**src/rtl/sprite_pkg.sv**
```systemverilog
// Shared types and constants for the sprite reader: FSM state encoding and pixel type.
package sprite_pkg;

    localparam int ADDR_W = 19;
    localparam int DATA_W = 24;

    typedef enum logic [1:0] {
        IDLE  = 2'd0,
        FETCH = 2'd1,
        DRAIN = 2'd2
    } sr_state_t;

    typedef logic [DATA_W-1:0] pix_t;

endpackage

```
**src/rtl/pix_fifo2.sv**
```systemverilog
// Two-entry output FIFO holding {last, data}; head is the oldest entry.
module pix_fifo2 #(
    parameter int DATA_W = 24
) (
    input  logic            Clk,
    input  logic            Reset,
    input  logic            push,
    input  logic [DATA_W:0] din,
    input  logic            pop,
    output logic [1:0]      count,
    output logic [DATA_W:0] head
);

    logic [DATA_W:0] mem [2];
    logic            wr_ptr, rd_ptr;

    always_ff @(posedge Clk) begin
        if (Reset) begin
            mem[0] <= '0;
            mem[1] <= '0;
            wr_ptr <= 1'b0;
            rd_ptr <= 1'b0;
            count  <= 2'd0;
        end else begin
            if (push) begin
                mem[wr_ptr] <= din;
                wr_ptr      <= ~wr_ptr;
            end
            if (pop)
                rd_ptr <= ~rd_ptr;
            count <= count + 2'(push) - 2'(pop);
        end
    end

    assign head = mem[rd_ptr];

endmodule

```
**src/rtl/sprite_reader.sv**
```systemverilog
// Streams a w x h sprite out of the spritesheet RAM in raster order, covering
// the RAM's 1-cycle read latency and downstream backpressure with a 2-entry FIFO.
module sprite_reader #(
    parameter int SHEET_W = 256,
    parameter int ADDR_W  = 19,
    parameter int DATA_W  = 24,
    parameter int DIM_W   = 6
) (
    input  logic              Clk,
    input  logic              Reset,
    input  logic              req_valid,
    output logic              req_ready,
    input  logic [ADDR_W-1:0] req_x,
    input  logic [ADDR_W-1:0] req_y,
    input  logic [DIM_W-1:0]  req_w,
    input  logic [DIM_W-1:0]  req_h,
    output logic [ADDR_W-1:0] read_address,
    input  logic [DATA_W-1:0] rd_data,
    output logic              pix_valid,
    input  logic              pix_ready,
    output logic [DATA_W-1:0] pix_data,
    output logic              pix_last,
    output logic              busy
);
    import sprite_pkg::*;

    sr_state_t         state, state_n;
    logic [DIM_W-1:0]  w_q, h_q, col, row;
    logic [ADDR_W-1:0] row_base, addr_q, cur_addr;
    logic              inflight, inflight_last;
    logic              accept, issue, pop, col_end, last_pos, drained;
    logic [1:0]        count;
    logic [DATA_W:0]   head;
    logic [2:0]        occ;

    assign pop      = pix_valid & pix_ready;
    // Slots committed after this cycle's pop; in-flight reads reserve a slot.
    assign occ      = 3'(count) + 3'(inflight) - 3'(pop);
    assign col_end  = (col == w_q - DIM_W'(1));
    assign last_pos = col_end && (row == h_q - DIM_W'(1));
    assign cur_addr = row_base + ADDR_W'(col);
    assign drained  = !inflight && (count == 2'd0 || (count == 2'd1 && pop));

    always_ff @(posedge Clk) begin
        if (Reset) state <= IDLE;
        else       state <= state_n;
    end

    always_comb begin
        state_n = state;
        accept  = 1'b0;
        issue   = 1'b0;
        unique case (state)
            IDLE: begin
                accept = req_valid;
                if (req_valid && req_w != '0 && req_h != '0)
                    state_n = FETCH;
            end
            FETCH: begin
                issue = (occ < 3'd2);
                if (issue && last_pos)
                    state_n = DRAIN;
            end
            DRAIN: begin
                if (drained)
                    state_n = IDLE;
            end
            default: state_n = IDLE;
        endcase
    end

    always_ff @(posedge Clk) begin
        if (Reset) begin
            w_q           <= '0;
            h_q           <= '0;
            col           <= '0;
            row           <= '0;
            row_base      <= '0;
            addr_q        <= '0;
            inflight      <= 1'b0;
            inflight_last <= 1'b0;
        end else begin
            if (accept) begin
                w_q      <= req_w;
                h_q      <= req_h;
                row_base <= req_y * ADDR_W'(SHEET_W) + req_x;
                col      <= '0;
                row      <= '0;
            end
            // Row stepping is an add of the pitch; only the origin needs a multiply.
            if (issue) begin
                addr_q <= cur_addr;
                if (col_end) begin
                    col      <= '0;
                    row      <= row + DIM_W'(1);
                    row_base <= row_base + ADDR_W'(SHEET_W);
                end else begin
                    col <= col + DIM_W'(1);
                end
            end
            inflight      <= issue;
            inflight_last <= issue & last_pos;
        end
    end

    pix_fifo2 #(.DATA_W(DATA_W)) u_fifo (
        .Clk   (Clk),
        .Reset (Reset),
        .push  (inflight),
        .din   ({inflight_last, rd_data}),
        .pop   (pop),
        .count (count),
        .head  (head)
    );

    assign read_address = issue ? cur_addr : addr_q;
    assign req_ready    = (state == IDLE);
    assign busy         = (state != IDLE);
    assign pix_valid    = (count != 2'd0);
    assign pix_data     = pix_valid ? head[DATA_W-1:0] : '0;
    assign pix_last     = pix_valid & head[DATA_W];

endmodule
```
**config.mk**
```make
export PLATFORM = sky130hd
export DESIGN_NAME = sprite_reader
export DESIGN_NICKNAME = d
export VERILOG_FILES = /design/src/rtl/sprite_pkg.sv /design/src/rtl/pix_fifo2.sv /design/src/rtl/sprite_reader.sv
export SDC_FILE = /design/constraint.sdc
export NUM_CORES = 1
export LEC_CHECK = 0
export CORE_MARGIN = 4
export CORE_UTILIZATION = 30
export CTS_CLUSTER_SIZE = 8
export DETAILED_ROUTE_END_ITERATION = 12
export PLACE_DENSITY = 0.48
export SLEW_MARGIN = 20
export SYNTH_ARGS = -nofsm -noshare
export SYNTH_HDL_FRONTEND = slang
export SYNTH_HIERARCHICAL = 1
export SYNTH_SLANG_ARGS = --single-unit
export TNS_END_PERCENT = 20
```
**constraint.sdc**
```tcl
create_clock -name Clk -period 13.2 [get_ports Clk]
set_input_delay 3.3 -clock Clk [delete_from_list [all_inputs] [get_ports Clk]]
set_output_delay 3.3 -clock Clk [all_outputs]
set_load 0.01 [all_outputs]
```
Yosys cells after proc, flatten, opt, wreduce, memory -nomap -nowiden
Memory sizes are Yosys's and may differ from the RTL's. A register that Yosys moved wholly into a read port is not among the register bits.
Cells that the tools add are included.
{"block": "word_totals", "reg_bits": 70, "mem_bits_rw": 50, "elab_cells": 82, "input_bits": 78, "mem_count": 1}
{"name": "u_fifo.mem", "depth": 2, "width": 25, "read_ports": 1, "rd_ports_with_merged_regs": 1, "write_ports": 2, "line": "pix_fifo2.sv:14", "source": "logic [DATA_W:0] mem [2];"}
{"block": "classes", "magnitude_cmp": 1, "bitwise": 5, "n_eq_ne": 8, "mux": 27, "n_addsub": 11, "reduce_logical": 17}
{"op": "19-bit two-way mux", "n": 4}
{"op": "6-bit two-way mux", "n": 6}
{"op": "25-bit two-way mux", "n": 1}
{"op": "25-bit OR reduction", "n": 1}
{"op": "24-bit two-way mux", "n": 1}
{"op": "19-bit adder", "n": 1}
{"op": "19-bit by 6-bit adder with 19-bit output", "n": 1}
{"op": "19-bit by 9-bit adder with 19-bit output (second input constant)", "n": 1}
{"op": "6-bit by 1-bit adder with 6-bit output (second input constant)", "n": 2}
{"op": "6-bit == test", "n": 2}
{"op": "6-bit nonzero test", "n": 2}
{"op": "6-bit by 1-bit subtractor with 6-bit output (second input constant)", "n": 2}
{"op": "1-bit two-way mux", "n": 11}
{"op": "1-bit logical AND", "n": 6}
{"op": "2-bit two-way mux", "n": 3}
{"op": "2-bit one-hot mux with 3 select lines", "n": 1}
{"op": "2-bit nonzero test", "n": 3}
{"op": "2-bit by 1-bit == test with 1-bit output (second input constant)", "n": 2}
{"op": "2-bit logical NOT", "n": 2}
{"op": "2-bit != test (second input constant)", "n": 2}
{"op": "2-bit by 1-bit adder with 3-bit output", "n": 1}
{"op": "1-bit AND", "n": 3}
{"op": "3-bit by 2-bit less-than comparator with 1-bit output (second input constant)", "n": 1}
{"op": "3-bit AND reduction", "n": 1}
{"op": "other kinds (8)", "n": 9}

Depth between registers and ports, before layout
{"block": "logic_depth", "depth_word": 7, "ltp_mapped": 14, "ltp_nobuf": 11}

Hierarchy
The synthesis kept the hierarchy.
{"mod": "sprite_reader", "cells_each": 546, "seq_area_each_um2": 1321.3, "n_inst": 1, "area_per_inst_um2": 4280.4}
{"mod": "pix_fifo2", "cells_each": 182, "seq_area_each_um2": 1601.5, "n_inst": 1, "area_per_inst_um2": 2527.4}

Worst setup path after synthesis
OpenSTA, ideal clock, no wires.
{"block": "synth_timing", "kind": "in2out", "from": "input port pix_ready", "to": "output port read_address[18]", "setup_slack_ns": 4.439, "arrival_ns": 5.461, "path_buffers": 2, "path_stages": 10, "required_time_ns": 9.900, "cell_sequence": "nor2b_1 -> ha_1 -> nand2b_1 -> fa_1 -> xnor2_1 -> and3_1 -> clkbuf_1 -> clkbuf_1 -> nor2_1 -> a31oi_1"}
{"block": "synth_between", "elab_chain_cells": 5}
{"element": "from (decl)", "line": "sprite_reader.sv:20", "source": "input logic pix_ready,"}
{"element": "1-bit AND", "line": "sprite_reader.sv:36", "source": "assign pop = pix_valid & pix_ready;"}
{"element": "3-bit by 1-bit subtractor with 3-bit output", "line": "sprite_reader.sv:38", "source": "assign occ = 3'(count) + 3'(inflight) - 3'(pop);"}
{"element": "3-bit by 2-bit less-than comparator with 1-bit output", "line": "sprite_reader.sv:60", "source": "issue = (occ < 3'd2);"}
{"element": "1-bit two-way mux", "line": "sprite_reader.sv:53", "source": "unique case (state)"}
{"element": "19-bit two-way mux"}
{"element": "to (decl)", "line": "sprite_reader.sv:17", "source": "output logic [ADDR_W-1:0] read_address,"}
No other way between the ends.

Worst setup path after layout
{"block": "layout_timing", "from": "input port pix_ready", "to": "output port read_address[5]"}
{"block": "layout_between", "elab_chain_cells": 5}
{"element": "1-bit AND", "line": "sprite_reader.sv:36"}
{"element": "net pop", "line": "sprite_reader.sv:31", "source": "logic accept, issue, pop, col_end, last_pos, drained;"}
{"element": "3-bit by 1-bit subtractor with 3-bit output", "line": "sprite_reader.sv:38"}
{"element": "3-bit by 2-bit less-than comparator with 1-bit output", "line": "sprite_reader.sv:60"}
{"element": "1-bit two-way mux", "line": "sprite_reader.sv:53"}
{"element": "19-bit two-way mux"}
The timed path passes the listed nets, and every way through them passes these cells.

==> results.sh <==
export IMPL_outcome="complete, no violations"
export IMPL_drive_gt1_share_pct=8.501
export IMPL_clkTransAtPathRegs_ns=0.05
export IMPL_grt_max_degree=98
export IMPL_path_class="input pin to output pin"
export IMPL_synth_seq_area_share_pct=42.93
export IMPL_io_buffers=116
export IMPL_crit_arrival_ns=7.03
export IMPL_rr_endpoint="row_base[15]"
export IMPL_grt_overflow=0
export IMPL_avgViaCountPerCell=4.911
export IMPL_placedInstanceArea_um2=8174
export IMPL_grt_usage_pct=14.18
export IMPL_remaining_drc_errors=0
export IMPL_core_area_um2=22090
export IMPL_end_kind="output pin"
export IMPL_cts_setup_buffers=0
export IMPL_maxSlewViolCount=0
export IMPL_syn_avg_cell_area_um2=9.351
export IMPL_die_area_um2=25170
export IMPL_clockBufferDepth=2
export IMPL_chipHeight_um=158.6
export IMPL_netlist_area_um2=6808
export IMPL_start_kind="input pin"
export IMPL_hold_path_depth=2
export IMPL_synth_edf_count=50
export IMPL_drt_pass1_iterations=4
export IMPL_setup_viol=0
export IMPL_start_util_pct=30.81
export IMPL_insertedDiodeCount=0
export IMPL_max_freq_mhz=96.83
export IMPL_post_drt_wl_per_cell_um=15.61
export IMPL_maxSlewHeadroom_pct=33.82
export IMPL_cts_sinks=121
export IMPL_async_flop_share_pct=0
export IMPL_htreeDepth=4
export IMPL_grt_antenna_before_repair=0
export IMPL_syn_to_final_growth_pct=28.97
export IMPL_fillers=2185
export IMPL_crit_fanout=20
export IMPL_ctsHoldBuffers=0
export IMPL_hold_viol=0
export IMPL_r2r_slack_ns=8.95
export IMPL_hold_path_class="flop to flop"
export IMPL_ys_types=69
export IMPL_vias=5535
export IMPL_rr_worst_depth=10
export IMPL_ys_seq_elements=121
export IMPL_fin_crit_ns=10.33
export IMPL_finalInstanceArea_um2=8780
export IMPL_p_leak_nw=3.270
export IMPL_postRouteAntennaNets=0
export IMPL_required_ns=9.90
export IMPL_hpwlAfterDp_mm=12.36
export IMPL_hold_start="addr_q[3]"
export IMPL_power_density_nw_per_um2=164.3
export IMPL_postCtsResizedCells=0
export IMPL_rsz0062_at_grt="no"
export IMPL_syn_instance_count=728
export IMPL_fin_nets=939
export IMPL_hold_path_end="addr_q[3]"
export IMPL_std_cell_rows=54
export IMPL_yosysWarnings=6
export IMPL_drt_wl_total_mm=17.59
export IMPL_irDropWorstVdd_mv=0.08087
export IMPL_ios=125
export IMPL_fin_skew_ns=0.01408
export IMPL_r2r_start="u_fifo/count[1]"
export IMPL_synth_ff_type="dfxtp_1"
export IMPL_cts_buffers=17
export IMPL_gp_congestion=0.8424
export IMPL_fin_tns_setup_ns=0
export IMPL_clock_latency_ns=0.41
export IMPL_grt_pass1_vias=5615
export IMPL_cts_root_buf="clkbuf_16"
export IMPL_cap_viol_max_count=0
export IMPL_grt_pass1_wl_mm=28.15
export IMPL_dieWidth_um=158.6
export IMPL_mappedNetlistNets=833
export IMPL_fin_crit_sh_pct=78.24
export IMPL_cts_tree="built"
export IMPL_worstMarginPinSlew_ns=0.9926
export IMPL_drtIter0Drc=251
critical path, stage by stage:
cell	delay, ns
clkdlybuf4s50_1	0.47
nor2b_1	0.29
ha_1	0.28
nand2b_1	0.15
fa_1	0.38
xnor2_1	0.25
nand3_1	0.62
o41a_1	0.62
nand3_1	0.11
clkdlybuf4s50_1	0.55
area by class of cell:
type | instances | area (µm²) | share of cell area, %
Clock inverter | 7 | 87.58 | 0.9976
Inverter | 15 | 56.30 | 0.6413
Tap cell | 280 | 350.3 | 3.990
Sequential cell | 121 | 2924 | 33.30
Timing Repair Buffer | 125 | 1224 | 13.94
Multi-Input combinational cell | 554 | 3620 | 41.23
Clock buffer | 25 | 518.0 | 5.900
metrics by stage:
step	cells	worst slack (ns)	power [mW]	hold slack, ns	util (%)
after CTS	1127	2.870	1.468	0.4620	39.74
after global routing	1127	2.580	1.532	0.4799	39.74
final	1127	2.873	1.442	0.4593	39.74
after global placement	1095	2.939	0.9780	0.4487	36.97
after floorplan	728	4.439	0.7868	0.4399	-
after detailed placement	1095	2.892	0.9879	0.4543	37.00
flip-flops by register name, summed over array words and instances, names as in the netlist, named ones only:
| register | flops |
|---|---|
| u_fifo/count | 2 |
| w_q | 6 |
| row_base | 19 |
| state | 2 |
| h_q | 6 |
| u_fifo/rd_ptr | 1 |
| u_fifo/mem | 50 |
| row | 6 |
| u_fifo/wr_ptr | 1 |
| col | 6 |
| inflight | 1 |
| addr_q | 19 |
| inflight_last | 1 |
logic make-up (layout without fill, tap and decap cells):
group,count (synthesis),count (layout),synth area share (%)
AO/OA/AOI/OAI,147,147,14.12
XOR/XNOR,41,41,5.477
adder cells (fa/ha/maj),27,27,5.293
buffers and inverters,53,172,4.006
flip-flops,121,121,42.93
multiplexers,28,28,5.679
AND/OR/NAND/NOR,311,311,22.50
worst max path at each step:
stage	from	end	slack, ns	cells past startpoint
final	pix_ready	read_address[5]	2.87	10
after global routing	pix_ready	read_address[5]	2.58	12
after CTS	pix_ready	read_address[5]	2.87	10
after detailed placement	pix_ready	read_address[5]	2.89	10
after global placement	pix_ready	read_address[5]	2.94	10
after floorplan	pix_ready	read_address[18]	4.44	10
Yosys cell counts (5+ instances only):
cell type,number,share of area (%)
nor3_1,16,1.2
clkbuf_1,26,1.4
inv_1,15,0.83
a21o_1,8,0.88
xor2_1,12,1.5
nand2_1,66,3.6
nor2_1,91,5.0
xnor2_1,28,3.6
nand2b_1,39,3.6
mux2_4,20,4.4
mux2_2,5,0.83
nor2b_1,33,3.0
dfxtp_1,71,21
and3_1,10,0.92
edfxtp_1,50,22
a21oi_1,63,4.6
buf_2,5,0.37
ha_1,24,4.4
a31oi_1,6,0.55
or3_1,5,0.46
o21ai_0,11,0.81
nand3_1,23,1.7
o21a_1,6,0.66
nor3b_1,7,0.77
a211oi_1,14,1.5
report_power, final:
group,switching (mW),internal (mW),total (mW)
logic,0.235,0.252,0.487
clock network,0.161,0.309,0.470
registers,0.0436,0.442,0.485
layer usage:
layer	track usage, %	part of all wire [%]	up-vias
met5	0	0	-
met2	23.11	46	150
met1	18.37	48	2569
li1	-	-	2801
met3	3.506	5.0	15
met4	4.915	1.3	0
placed cells by master (no fill, tap or decap), drive strengths merged, types with 5 or more instances in the layout:
cell type	synthesis	final
o21ai	11	11
ha	24	24
nor3b	7	7
clkbuf	26	25
buf	11	10
o21a	6	6
nand3	23	23
dfxtp	71	71
and3	10	10
xor2	12	12
clkdlybuf4s50	0	115
or3	5	5
and2	5	5
a21oi	63	63
nor3	16	16
xnor2	28	28
nand2b	39	39
a31oi	6	6
a21o	8	8
edfxtp	50	50
nand2	67	67
nor2b	33	33
a211oi	14	14
nor2	92	92
mux2	25	25
inv	15	15
Note: power is estimated with default switching activity, not from simulation.
